--- config.mk ---
export PLATFORM = sky130hd
export DESIGN_NAME = i32_to_f32_converter_flat
export DESIGN_NICKNAME = d
export VERILOG_FILES = /design/src/rtl/i32_to_f32_converter_if.sv /design/src/rtl/i32_to_f32_converter.sv /design/src/flat_wrapper.sv
export SDC_FILE = /design/constraint.sdc
export NUM_CORES = 1
export LEC_CHECK = 0
export CELL_PAD_IN_SITES_DETAIL_PLACEMENT = 1
export CELL_PAD_IN_SITES_GLOBAL_PLACEMENT = 1
export CORE_MARGIN = 1
export CORE_UTILIZATION = 48
export CTS_CLUSTER_DIAMETER = 200
export DETAILED_ROUTE_END_ITERATION = 7
export DONT_BUFFER_PORTS = 1
export PLACE_DENSITY_LB_ADDON = 0.3
export SLEW_MARGIN = 20
export SYNTH_ARGS = -nofsm -noshare
export SYNTH_HDL_FRONTEND = slang
export SYNTH_SLANG_ARGS = --single-unit
--- constraint.sdc ---
create_clock -name CLK -period 9.7 [get_ports CLK]
set_input_delay 1.94 -clock CLK [delete_from_list [all_inputs] [get_ports CLK]]
set_output_delay 1.94 -clock CLK [all_outputs]
set_load 0.01 [all_outputs]
--- src/rtl/i32_to_f32_converter_if.sv ---
// Handshake bundle for i32_to_f32_converter: operand channel in, result channel out.
// master drives operands and result acceptance; slave is the converter.
interface i32_to_f32_converter_if #(
   parameter int unsigned N = 32
);
   logic          IN_VALID;
   logic          IN_READY;
   logic [N-1:0]  IN_DATA;
   logic          SIGNED_IN;
   logic          OUT_VALID;
   logic          OUT_READY;
   logic [31:0]   R;
   logic          INEXACT;

   modport master (
      output IN_VALID, IN_DATA, SIGNED_IN, OUT_READY,
      input  IN_READY, OUT_VALID, R, INEXACT
   );

   modport slave (
      input  IN_VALID, IN_DATA, SIGNED_IN, OUT_READY,
      output IN_READY, OUT_VALID, R, INEXACT
   );
endinterface

--- src/rtl/i32_to_f32_converter.sv ---
// Multi-cycle N-bit integer to IEEE-754 single converter (one leading zero per NORM cycle).
// Define F32_ROUND_NEAREST_EN for round-to-nearest-even; default build truncates.
module i32_to_f32_converter #(
   parameter int unsigned N = 32
) (
   input  logic                     CLK,
   input  logic                     RST_N,
   i32_to_f32_converter_if.slave    cvt_io
);

   typedef enum logic [1:0] {StIdle, StNorm, StPack, StDone} state_e;

   localparam logic [7:0] ExpInit = 8'(126 + N);

   state_e        state_q, state_d;
   logic          sign_q, sign_d;
   logic [N-1:0]  mag_q, mag_d;
   logic [7:0]    exp_q, exp_d;
   logic [31:0]   r_q, r_d;
   logic          inexact_q, inexact_d;

   logic          in_sign;
   logic [N-1:0]  in_mag;
   logic [54:0]   mag_ext;
   logic [22:0]   mant;
   logic          guard, sticky, round_up;
   logic [23:0]   mant_sum;
   logic [7:0]    exp_fin;

   assign in_sign = cvt_io.SIGNED_IN & cvt_io.IN_DATA[N-1];
   assign in_mag  = in_sign ? -cvt_io.IN_DATA : cvt_io.IN_DATA;

   // Bits below the hidden one, left-aligned so mantissa/guard/sticky sit at fixed positions.
   assign mag_ext = {mag_q[N-2:0], {(56 - N){1'b0}}};
   assign mant    = mag_ext[54:32];
   assign guard   = mag_ext[31];
   assign sticky  = |mag_ext[30:0];

`ifdef F32_ROUND_NEAREST_EN
   assign round_up = guard & (sticky | mant[0]);
`else
   assign round_up = 1'b0;
`endif

   assign mant_sum = {1'b0, mant} + {23'd0, round_up};
   assign exp_fin  = exp_q + {7'd0, mant_sum[23]};

   always_comb begin
      state_d   = state_q;
      sign_d    = sign_q;
      mag_d     = mag_q;
      exp_d     = exp_q;
      r_d       = r_q;
      inexact_d = inexact_q;
      unique case (state_q)
         StIdle: begin
            if (cvt_io.IN_VALID) begin
               sign_d = in_sign;
               mag_d  = in_mag;
               exp_d  = ExpInit;
               if (in_mag == '0) begin
                  r_d       = '0;
                  inexact_d = 1'b0;
                  state_d   = StDone;
               end else begin
                  state_d = StNorm;
               end
            end
         end
         StNorm: begin
            if (mag_q[N-1]) begin
               state_d = StPack;
            end else begin
               mag_d = mag_q << 1;
               exp_d = exp_q - 8'd1;
            end
         end
         StPack: begin
            r_d       = {sign_q, exp_fin, mant_sum[22:0]};
            inexact_d = guard | sticky;
            state_d   = StDone;
         end
         StDone: begin
            if (cvt_io.OUT_READY) state_d = StIdle;
         end
         default: state_d = StIdle;
      endcase
   end

   always_ff @(posedge CLK) begin
      if (!RST_N) begin
         state_q   <= StIdle;
         sign_q    <= 1'b0;
         mag_q     <= '0;
         exp_q     <= '0;
         r_q       <= '0;
         inexact_q <= 1'b0;
      end else begin
         state_q   <= state_d;
         sign_q    <= sign_d;
         mag_q     <= mag_d;
         exp_q     <= exp_d;
         r_q       <= r_d;
         inexact_q <= inexact_d;
      end
   end

   assign cvt_io.IN_READY  = (state_q == StIdle);
   assign cvt_io.OUT_VALID = (state_q == StDone);
   assign cvt_io.R         = r_q;
   assign cvt_io.INEXACT   = inexact_q;

endmodule

--- src/flat_wrapper.sv ---
// flat-port wrapper written by rule: the top's interface ports become plain ports
module i32_to_f32_converter_flat 
#(
   parameter int unsigned N = 32
)
  (CLK, RST_N, cvt_io_IN_VALID, cvt_io_IN_DATA, cvt_io_SIGNED_IN, cvt_io_OUT_READY, cvt_io_IN_READY, cvt_io_OUT_VALID, cvt_io_R, cvt_io_INEXACT);
  i32_to_f32_converter_if #(.N(N)) cvt_io_i ();
  input  logic CLK;
  input  logic RST_N;
  input wire logic [$bits(cvt_io_i.IN_VALID)-1:0] cvt_io_IN_VALID;
  input wire logic [$bits(cvt_io_i.IN_DATA)-1:0] cvt_io_IN_DATA;
  input wire logic [$bits(cvt_io_i.SIGNED_IN)-1:0] cvt_io_SIGNED_IN;
  input wire logic [$bits(cvt_io_i.OUT_READY)-1:0] cvt_io_OUT_READY;
  output wire logic [$bits(cvt_io_i.IN_READY)-1:0] cvt_io_IN_READY;
  output wire logic [$bits(cvt_io_i.OUT_VALID)-1:0] cvt_io_OUT_VALID;
  output wire logic [$bits(cvt_io_i.R)-1:0] cvt_io_R;
  output wire logic [$bits(cvt_io_i.INEXACT)-1:0] cvt_io_INEXACT;
  assign cvt_io_i.IN_VALID = cvt_io_IN_VALID;
  assign cvt_io_i.IN_DATA = cvt_io_IN_DATA;
  assign cvt_io_i.SIGNED_IN = cvt_io_SIGNED_IN;
  assign cvt_io_i.OUT_READY = cvt_io_OUT_READY;
  assign cvt_io_IN_READY = cvt_io_i.IN_READY;
  assign cvt_io_OUT_VALID = cvt_io_i.OUT_VALID;
  assign cvt_io_R = cvt_io_i.R;
  assign cvt_io_INEXACT = cvt_io_i.INEXACT;
  i32_to_f32_converter #(.N(N)) u_core (.CLK(CLK), .RST_N(RST_N), .cvt_io(cvt_io_i));
endmodule
After elaboration in Yosys (flattened, before gate mapping)
Cells that the tools add are included.
{ "op_classes": {"eq_ne": 8, "add_sub_neg": 2, "n_mux": 18, "bitwise": 2, "n_reduce_logical": 10} }
{ "ops": {"columns": ["operator", "n"], "rows": [
  ["two-way mux 32 bit", 5],
  ["one-hot mux 32 bit (2 select lines)", 2],
  ["zero test 32 bit", 1],
  ["negation 32 bit", 1],
  ["two-way mux 8 bit", 2],
  ["one-hot mux 8 bit (2 select lines)", 1],
  ["AND reduction 3 bit", 3],
  ["two-way mux 2 bit", 4],
  ["one-hot mux 2 bit (4 select lines)", 1],
  ["subtractor 8 x 1 -> 8 bit, second input constant", 1],
  ["OR reduction 7 bit", 1],
  ["!= test 2 bit, second input constant", 3],
  ["== test 2 bit, second input constant", 2],
  ["!= test 2 x 1 -> 1 bit, second input constant", 2],
  ["AND reduction 2 bit", 2],
  ["nonzero test 2 bit", 2],
  ["== test 2 x 1 -> 1 bit, second input constant", 1],
  ["zero test 2 bit", 1],
  ["two-way mux 1 bit", 2],
  ["one-hot mux 1 bit (2 select lines)", 1],
  ["AND 1 bit", 1],
  ["bitwise OR 1 bit", 1]
]} }
{ "word_totals": {"inputBits": 37, "register_bits": 76, "wordCells": 47, "output_inout_bits": 35} }

Longest topological paths before layout
Gate-level depths: netlist (run 1).
{ "logic_depth": {"word_depth": 6, "mapped_depth": 13, "mapped_depth_nobuf": 9} }

Worst setup path before layout (run 1)
No wires, ideal clock.
{ "synth_path": {"path_kind": "input -> register", "start": "input cvt_io_IN_DATA[6]", "end": "register u_core.inexact_q (netlist: u_core.cvt_io.INEXACT)", "required_time_ns": 9.621, "path_buffers": 4, "setup_time_ns": 0.079, "stages": 11, "slack_ns": 4.901, "arrival_time_ns": 4.720, "path_cell_list": "buf_4 > or4_4 > or3_1 > a21oi_1 > o2bb2ai_1 > or4_1 > buf_6 > or4_1 > buf_6 > buf_8 > o211ai_1"} }
{ "synth_via": {"elab_chain_cells": 5} }
{ "synth_lines": {"columns": ["item", "line_no", "source"], "rows": [
  ["from (decl)", "flat_wrapper.sv:11", "input wire logic [$bits(cvt_io_i.IN_DATA)-1:0] cvt_io_IN_DATA;"],
  ["negation 32 bit", "i32_to_f32_converter.sv:31", "assign in_mag = in_sign ? -cvt_io.IN_DATA : cvt_io.IN_DATA;"],
  ["two-way mux 32 bit (*)", "i32_to_f32_converter.sv:31", null],
  ["zero test 32 bit (*)", "i32_to_f32_converter.sv:61", "if (in_mag == '0) begin"],
  ["!= test 2 x 1 -> 1 bit (no line) (*)", null, null],
  ["AND reduction 3 bit (no line) (*)", null, null],
  ["to (signal assigned)", "i32_to_f32_converter.sv:104", "inexact_q <= inexact_d;"],
  ["to (decl)", "i32_to_f32_converter.sv:20", "logic inexact_q, inexact_d;"]
]} }
Mark *: on every way between the ends. The rest lies on a longest branch, timed or not.
A chain may end at the register's enable or synchronous reset.

Worst setup path in the final report (run 1)
{ "layout_path": {"start": "input cvt_io_IN_DATA[0]", "end": "register u_core.r_q[31] (netlist: u_core.cvt_io.R[31])"} }
{ "layout_via": {"elab_chain_cells": 5} }
{ "layout_lines": {"columns": ["item", "line_no", "source"], "rows": [
  ["negation 32 bit", "i32_to_f32_converter.sv:31", null],
  ["two-way mux 32 bit (*)", "i32_to_f32_converter.sv:31", null],
  ["zero test 32 bit (*)", "i32_to_f32_converter.sv:61", null],
  ["!= test 2 x 1 -> 1 bit (no line) (*)", null, null],
  ["AND reduction 3 bit (no line) (*)", null, null],
  ["to (signal assigned)", "i32_to_f32_converter.sv:103", "r_q <= r_d;"],
  ["to (decl)", "i32_to_f32_converter.sv:19", "logic [31:0] r_q, r_d;"]
]} }
Marked as above.

==> results of run 1 <==
==> cells in the mapped netlist (all sizes together), types with 13 or more instances <==
master	number
dfxtp	76
nor2	47
clkbuf	45
o211ai	44
a31oi	43
nand3	42
o21ai	40
and3	37
o41ai	34
nand2	33
nor3b	33
a21oi	28
xnor2	27
buf	21
nor3	18
inv	15
nor4	13
==> power breakdown <==
| group | internal [mW] | switching, mW | total [mW] |
|---|---|---|---|
| Combinational | 0.175 | 0.378 | 0.553 |
| Clock | 0.213 | 0.136 | 0.348 |
| Sequential | 0.393 | 0.110 | 0.503 |
| Total | 0.780 | 0.624 | 1.40 |
==> final cells by class <==
class | count | area, µm² | area share
inverters | 16 | 60.1 | 0.0104
clock buffers | 12 | 256 | 0.0443
multi-input cells | 539 | 3640 | 0.629
well taps | 143 | 179 | 0.0309
flip-flops and latches | 76 | 1520 | 0.263
clock inverters | 4 | 47.5 | 0.00822
repair buffers | 11 | 82.6 | 0.0143
==> how the worst max path moves through the flow <==
stage / end / slack (ns) / from
detailed placement: u_core.cvt_io.R[31] / 3.47 / cvt_io_IN_DATA[0]
floorplan: u_core.cvt_io.INEXACT / 4.90 / cvt_io_IN_DATA[6]
finish: u_core.cvt_io.R[31] / 4.24 / cvt_io_IN_DATA[0]
global placement: u_core.cvt_io.R[16] / 3.46 / cvt_io_IN_DATA[0]
CTS: u_core.cvt_io.R[11] / 3.83 / cvt_io_IN_DATA[0]
global route: u_core.cvt_io.R[31] / 4.05 / cvt_io_IN_DATA[0]
==> through the flow <==
stage	utilization	cell area, µm²	hold WS, ns	std cells	setup slack, ns
after floorplan	-	5780	0.446	711	4.90
after global placement	0.473	5470	0.459	785	3.46
after CTS	0.500	5780	0.475	801	3.83
after global routing	0.500	5780	0.508	801	4.05
after detailed placement	0.473	5480	0.467	785	3.47
final	0.500	5780	0.476	801	4.24
==> worst max-delay path, cell delays in order <==
cell and delay [ns]:
inv_1 0.04, ha_1 0.18, nor3b_2 0.58, a41oi_1 0.25
xnor2_1 0.38, nand3_1 0.16, or4_1 0.48, buf_4 0.27
or4_2 1.09, o211ai_1 0.32
==> flip-flops by register name, summed over array words and instances, names as in the netlist <==
| register | cells |
|---|---|
| u_core.mag_q | 32 |
| u_core.exp_q | 8 |
| u_core.cvt_io.R | 32 |
| u_core.state_q | 2 |
| u_core.sign_q | 1 |
| u_core.cvt_io.INEXACT | 1 |
==> layer usage <==
| metal | global-route usage | share of wire | routed length [µm] |
|---|---|---|---|
| met5 | 0 | 0 | 0 |
| met4 | 0.159 | 0.039 | 741 |
| met3 | 0.0582 | 0.058 | 1120 |
| met2 | 0.483 | 0.46 | 8850 |
| met1 | 0.406 | 0.44 | 8420 |
==> cell families after synthesis <==
family / share of synthesized area
simple gates: 0.283
flops: 0.263
xor+xnor: 0.0500
mux: 0.00368
fa+ha+maj: 0.0130
buf+inv: 0.110
compound gates: 0.277
==> impl_table.tex, run 1 <==
\begin{tabular}{lr}
\hline
Metric & Value \\
\hline
\multicolumn{2}{l}{\textbf{Clocking}} \\
\quad Library cell used as clock root buffer & clkbuf\_16 \\
\quad Clock Pin Slew Worst Setup and Hold Paths & $\sim$0.060 ns \\
\quad Clk buf depth & 2 \\
\quad Post-cts sizing count & 0 \\
\quad Number of H-tree levels & 3 \\
\quad CTS tree & done \\
\quad CTS Buf Count & 9 \\
\quad \# Post-CTS Setup Buffers & 0 \\
\quad Clock latency on the worst-skew pair & about 0.35 ns \\
\quad Post-CTS Hold Fix Bufs & 0 \\
\quad Number of clock sinks & 76 \\
\multicolumn{2}{l}{\textbf{STA}} \\
\quad Minimum period implied by the final worst setup slack & about 5.5 ns \\
\quad Fin. Hold Viols & 0 \\
\quad Max-slew violations & 0 \\
\quad Setup repair after global routing missed its margin & false \\
\quad Peak Freq & 0.183 GHz \\
\quad Setup violations, final & 0 \\
\quad Worst rel slew slack & 0.259 \\
\quad Sum of negative setup slack & 0 ns \\
\quad Clk\_skew & around 0.0076 ns \\
\quad Least-Margin Pin Slew & between 1 and 1.5 ns \\
\quad Period utilisation layout & 0.563 \\
\multicolumn{2}{l}{\textbf{Drt}} \\
\quad Post-detailed-routing wire length & $\sim$19000 µm \\
\quad Router iterations before antenna repair & 8 \\
\quad Average via count per standard cell & 7.09 \\
\quad Drt drc & 5 \\
\quad Via Count & around 5700 \\
\quad Detail Route Antenna Nets & 0 \\
\quad Avg WL per Cell & roughly 24 µm \\
\quad Drt first-iter violations & 491 \\
\multicolumn{2}{l}{\textbf{Floorplanning}} \\
\quad Width of the chip & between 100 and 150 µm \\
\quad Placement Rows & 39 \\
\quad Core Footprint & 0.0116 mm² \\
\quad Number of ports placed on the die boundary & $\sim$70 \\
\quad Die Outline Area & around 0.012 mm² \\
\quad Vert. Die Dim & about 110 µm \\
\quad Initial cell density of the core & 0.500 \\
\multicolumn{2}{l}{\textbf{Synth}} \\
\quad Sequential-to-total area share from yosys stat & 0.263 \\
\quad Ys Warns & 0 \\
\quad Most instantiated flip-flop cell in the synthesis netlist & dfxtp\_1 \\
\quad Syn\_area\_per\_cell & between 8 and 9 µm² \\
\quad Share of the synthesized area in the top cell type & 0.263 \\
\quad Number of different library cells in the post-synthesis netlist & 71 \\
\quad Synthesized net count & between 700 and 800 \\
\quad Post-Synthesis Cells & just over 700 \\
\quad Fraction of registers with async set/reset & 0 \\
\quad Leading post-synthesis cells by cell area & dfxtp\_1, o211ai\_1, o41ai\_1 \\
\quad Synth area leader & dfxtp\_1 \\
\quad Synth Cell Area & 0.00578 mm² \\
\quad FF+latch count, synth & 76 \\
\quad Number of synthesized flops with an enable pin & 0 \\
\multicolumn{2}{l}{\textbf{Status}} \\
\quad Run status & finished with violations \\
\quad Failing checks & design-rule violations \\
\multicolumn{2}{l}{\textbf{Global routing}} \\
\quad Total track usage & 0.309 \\
\quad Overall overflow remaining after global route & 0 \\
\quad Maximum number of pins on one net before global-route repair & between 80 and 90 \\
\quad Wire length of the first global-routing pass & between 30000 and 40000 µm \\
\quad Vias in the first global route & around 5600 \\
\quad Antenna violations before repair & 0 \\
\multicolumn{2}{l}{\textbf{Layout}} \\
\quad Fill cell instance count of the final layout & 1396 \\
\quad Antenna diode count & 0 \\
\quad Area overhead of the layout relative to synthesis & 0.0650\% \\
\quad Share of post-route cells with drive strength above 1 & 0.117 \\
\quad Commonest non-fill, non-tap cells in the layout & dfxtp\_1, nor2\_1, o211ai\_1, a31oi\_1 \\
\quad Layout Nets & roughly 700 \\
\quad Most frequent standard cell in the layout excluding fill and tap cells & dfxtp\_1 \\
\multicolumn{2}{l}{\textbf{Min path}} \\
\quad End of the worst hold path & u\_core.mag\_q[5] \\
\quad Hold path depth & 2 \\
\quad Worst Hold Class & flip-flop to flip-flop \\
\quad Critical hold path startpoint & u\_core.mag\_q[5] \\
\multicolumn{2}{l}{\textbf{Power and ir drop}} \\
\quad Leakage component of the power & 1.79 nW \\
\quad Total power of the final layout & 1.40 mW \\
\quad Peak supply drop & between 0.09 and 0.1 mV \\
\quad Pwr per Cell Area & 243 mW/mm² \\
\multicolumn{2}{l}{\textbf{Job}} \\
\quad Maximum capacitance violations & 0 \\
\multicolumn{2}{l}{\textbf{Setup path}} \\
\quad Kind of critical path & primary input to flip-flop \\
\quad Worst Setup End Kind & flip-flop \\
\quad Worst reg2reg endpoint & u\_core.exp\_q[7] \\
\quad CP Max Fanout & 35 \\
\quad Depth of the worst register-to-register path & 10 \\
\quad WP data arrival & $\sim$5.7 ns \\
\quad Source of the worst register-to-register timing path & u\_core.state\_q[1] \\
\quad Critical Path Source Type & primary input \\
\quad Data required time at the worst endpoint & about 10 ns \\
\quad Register-to-register path setup slack & about 6 ns \\
\multicolumn{2}{l}{\textbf{Placed design}} \\
\quad Half-perimeter wire length after detailed placement & 12800 µm \\
\quad Port bufs & 0 \\
\quad Routability-driven placement congestion ratio & around 0.94 \\
\hline
\end{tabular}
Note: power is estimated with default switching activity, not from simulation.
==> inputs of run 2 (changes only) <==
==> constraint.sdc (replaced) <==
create_clock -name CLK -period 5.7 [get_ports CLK]
set_input_delay 1.14 -clock CLK [delete_from_list [all_inputs] [get_ports CLK]]
set_output_delay 1.14 -clock CLK [all_outputs]
set_load 0.01 [all_outputs]
==> run 2 against run 1 <==
The run still ends with design-rule violations left. Highest routed layer unchanged. Core utilization rose by 0.70 points. Wire length down 0.82%. Sequential cell count did not move. Via count rose by 0.70%. Critical endpoint is now u_core.cvt_io.R[30]. Global-route usage is 0.067 points higher.
==> impl_table.tex, run 2 (synthesis gave the netlist of run 1 again) <==
\begin{tabular}{lr}
\hline
Metric & Value \\
\hline
\multicolumn{2}{l}{\textbf{Status}} \\
\quad Run status & finished with violations \\
\quad Failing checks & design-rule violations \\
\multicolumn{2}{l}{\textbf{Floorplanning}} \\
\quad Width of the chip & 112 µm (unchanged) \\
\quad Die Outline Area & 0.0125 mm² (unchanged) \\
\quad Core Footprint & 0.0116 mm² (unchanged) \\
\quad Placement Rows & 39 (unchanged) \\
\quad Vert. Die Dim & 112 µm (unchanged) \\
\quad Number of ports placed on the die boundary & 72 (unchanged) \\
\quad Initial cell density of the core & 0.500 (unchanged) \\
\multicolumn{2}{l}{\textbf{Power and ir drop}} \\
\quad Flop pwr share & 0.339 (-0.019) \\
\quad Share of total power consumed by net switching & 0.426 (-0.0182) \\
\quad Pwr per Cell Area & 428 mW/mm² (+76\%) \\
\quad Cell-internal power & 1.44 mW (+85\%) \\
\quad Peak supply drop & 0.183 mV (+94\%) \\
\quad Clock share of power & 0.287 (+0.039) \\
\quad Total power of the final layout & 2.51 mW (+79\%) \\
\quad Leakage component of the power & 1.83 nW (+2.4\%) \\
\quad Net switching power of the design & 1.07 mW (+72\%) \\
\quad Combinational power share & 0.374 (-0.020) \\
\multicolumn{2}{l}{\textbf{Setup path}} \\
\quad CP Max Fanout & 34 (-2.9\%) \\
\quad WP data arrival & 4.46 ns (-1.26 ns) \\
\quad Series of cell instances along the critical path & nor4\_2, and3\_1, a31oi\_1, o311a\_1, or4b\_1, buf\_4, or4\_1, buf\_4, o211ai\_1 \\
\quad Kind of critical path & primary input to flip-flop \\
\quad Data required time at the worst endpoint & 5.96 ns (-4.00 ns) \\
\quad Cell with the most instances on the worst path & buf\_4 \\
\quad Depth of the worst register-to-register path & 9 (-1) \\
\quad Delay contributed by the slowest stage of the critical path & 0.54 ns (-0.55 ns) \\
\quad Largest delay share family, worst path & simple AND/OR/NAND/NOR gates \\
\quad Path length in cells of the critical path & 9 (-1) \\
\quad Worst Setup End Kind & flip-flop \\
\quad Critical Path Source Type & primary input \\
\quad Highest-delay cell along the critical path & or4b\_1 \\
\quad CP bufs+invs & 2 (unchanged) \\
\multicolumn{2}{l}{\textbf{Drt}} \\
\quad Drt first-iter violations & 415 (-15\%) \\
\quad Drt drc & 5 (unchanged) \\
\quad Via Count & 5719 (+0.70\%) \\
\quad Detail Route Antenna Nets & 0 (unchanged) \\
\quad Avg WL per Cell & 23.6 µm (-1.2\%) \\
\quad Post-detailed-routing wire length & 19000 µm (-0.82\%) \\
\quad Average via count per standard cell & 7.11 (+0.33\%) \\
\quad Router iterations before antenna repair & 7 (-1) \\
\multicolumn{2}{l}{\textbf{Global routing}} \\
\quad Overall overflow remaining after global route & 0 (unchanged) \\
\quad Antenna violations before repair & 0 (unchanged) \\
\quad Maximum number of pins on one net before global-route repair & 81 (unchanged) \\
\quad Vias in the first global route & 5764 (+3.6\%) \\
\quad Total track usage & 0.310 (+0.000671) \\
\quad Wire length of the first global-routing pass & 30700 µm (+0.16\%) \\
\multicolumn{2}{l}{\textbf{STA}} \\
\quad Clk\_skew & 0.00443 ns (-0.00314 ns) \\
\quad Minimum period implied by the final worst setup slack & $\sim$4.2 ns \\
\quad Setup ws final & 1.50 ns (-2.73 ns) \\
\quad Setup repair after global routing missed its margin & false \\
\quad Worst rel slew slack & 0.267 (+0.00796) \\
\quad Setup violations, final & 0 (unchanged) \\
\quad Least-Margin Pin Slew & 1.10 ns (-0.0105 ns) \\
\quad Max-slew violations & 0 (unchanged) \\
\quad Final Hold Slack & 0.475 ns (-0.00125 ns) \\
\quad Fin. Hold Viols & 0 (unchanged) \\
\quad Peak Freq & about 0.24 GHz \\
\quad Sum of negative setup slack & 0 ns (unchanged) \\
\quad Period utilisation layout & 0.736 \\
\multicolumn{2}{l}{\textbf{Placed design}} \\
\quad \# placed instances & 788 (+0.38\%) \\
\quad Port bufs & 0 (unchanged) \\
\quad Area after detailed placement & 0.00549 mm² (+0.34\%) \\
\quad Placement Setup Slack & 1.19 ns (-2.28 ns) \\
\quad Half-perimeter wire length after detailed placement & 12600 µm (-2.0\%) \\
\quad Routability-driven placement congestion ratio & 0.931 (-1.1\%) \\
\multicolumn{2}{l}{\textbf{Clocking}} \\
\quad \# Post-CTS Setup Buffers & 0 (unchanged) \\
\quad Number of H-tree levels & 3 (unchanged) \\
\quad Clk buf depth & 2 (unchanged) \\
\quad Post-cts sizing count & 0 (unchanged) \\
\quad CTS tree & done \\
\quad Clock Pin Slew Worst Setup and Hold Paths & 0.06 ns (about the same) \\
\quad Library cell used as clock root buffer & clkbuf\_16 \\
\quad Number of clock sinks & 76 (unchanged) \\
\quad CTS Buf Count & 9 (unchanged) \\
\quad Clock latency on the worst-skew pair & 0.35 ns (about the same) \\
\quad Post-CTS Hold Fix Bufs & 0 (unchanged) \\
\multicolumn{2}{l}{\textbf{Layout}} \\
\quad Antenna diode count & 0 (unchanged) \\
\quad Commonest non-fill, non-tap cells in the layout & dfxtp\_1, nor2\_1, o211ai\_1, a31oi\_1 \\
\quad Most frequent standard cell in the layout excluding fill and tap cells & dfxtp\_1 \\
\quad Share of post-route cells with drive strength above 1 & 0.118 (+0.000982) \\
\quad Final Instance Count excl. Fillers & 804 (+0.37\%) \\
\quad Fin area & 0.00587 mm² (+1.4\%) \\
\quad Layout Nets & 699 (+0.43\%) \\
\quad Area overhead of the layout relative to synthesis & 1.47\% \\
\quad Final Util & 0.507 (+0.00703) \\
\multicolumn{2}{l}{\textbf{Min path}} \\
\quad Hold path depth & 2 (unchanged) \\
\quad Worst Hold Class & flip-flop to flip-flop \\
\multicolumn{2}{l}{\textbf{Job}} \\
\quad Maximum capacitance violations & 0 (unchanged) \\
\hline
\end{tabular}
run 2: changes by cell type in the layout (fill, tap and decap cells not counted), sizes merged:
cell / before / now
buf: 11 / 14
bufinv: 1 / 4
clkbuf: 12 / 9
inv: 15 / 17
clkinv: 3 / 2
clkinvlp: 1 / 0
run 2: final timing paths:
check	slack, ns	start	end
worst min register to register	0.47	u_core.mag_q[5]	u_core.mag_q[5]
worst max register to register	2.03	u_core.state_q[1]	u_core.exp_q[7]
worst max-delay path	1.50	cvt_io_IN_DATA[0]	u_core.cvt_io.R[30]
worst min-delay path	0.47	u_core.mag_q[5]	u_core.mag_q[5]
run 2: per-layer routing:
layer	vias up	global-route usage	wire length, µm
met5	-	0	0
met4	0	0.141	633
met3	47	0.0593	1160
met2	205	0.510	9130
met1	2832	0.392	8040
li1	2635	-	-
run 2: final cells by class:
| type | count | area, µm² |
|---|---|---|
| multi-input cells | 539 | 3630 |
| fillers | 1423 | 5700 |
| clock inverters | 7 | 146 |
| clock buffers | 9 | 225 |
| flip-flops and latches | 76 | 1520 |
| well taps | 143 | 179 |
| repair buffers | 14 | 105 |
| inverters | 16 | 60.1 |
run 2: power by group through the flow:
stage | sequential [mW] | combinational, mW | clock (mW)
final | 0.852 | 0.940 | 0.722
after global placement | 0.845 | 0.883 | 0
after global routing | 0.868 | 1.03 | 0.751
after floorplan | 0.772 | 0.758 | 0
after detailed placement | 0.853 | 0.917 | 0
after CTS | 0.845 | 0.930 | 0.729
run 2: worst register-to-register path, stage by stage (launching register included):
cell	delay [ns]
dfxtp_1	0.33
inv_1	0.09
ha_1	0.80
inv_2	0.33
o21ai_0	0.33
nand2_1	0.48
or4_1	0.65
nor3_1	0.26
xnor2_1	0.16
a21oi_1	0.08
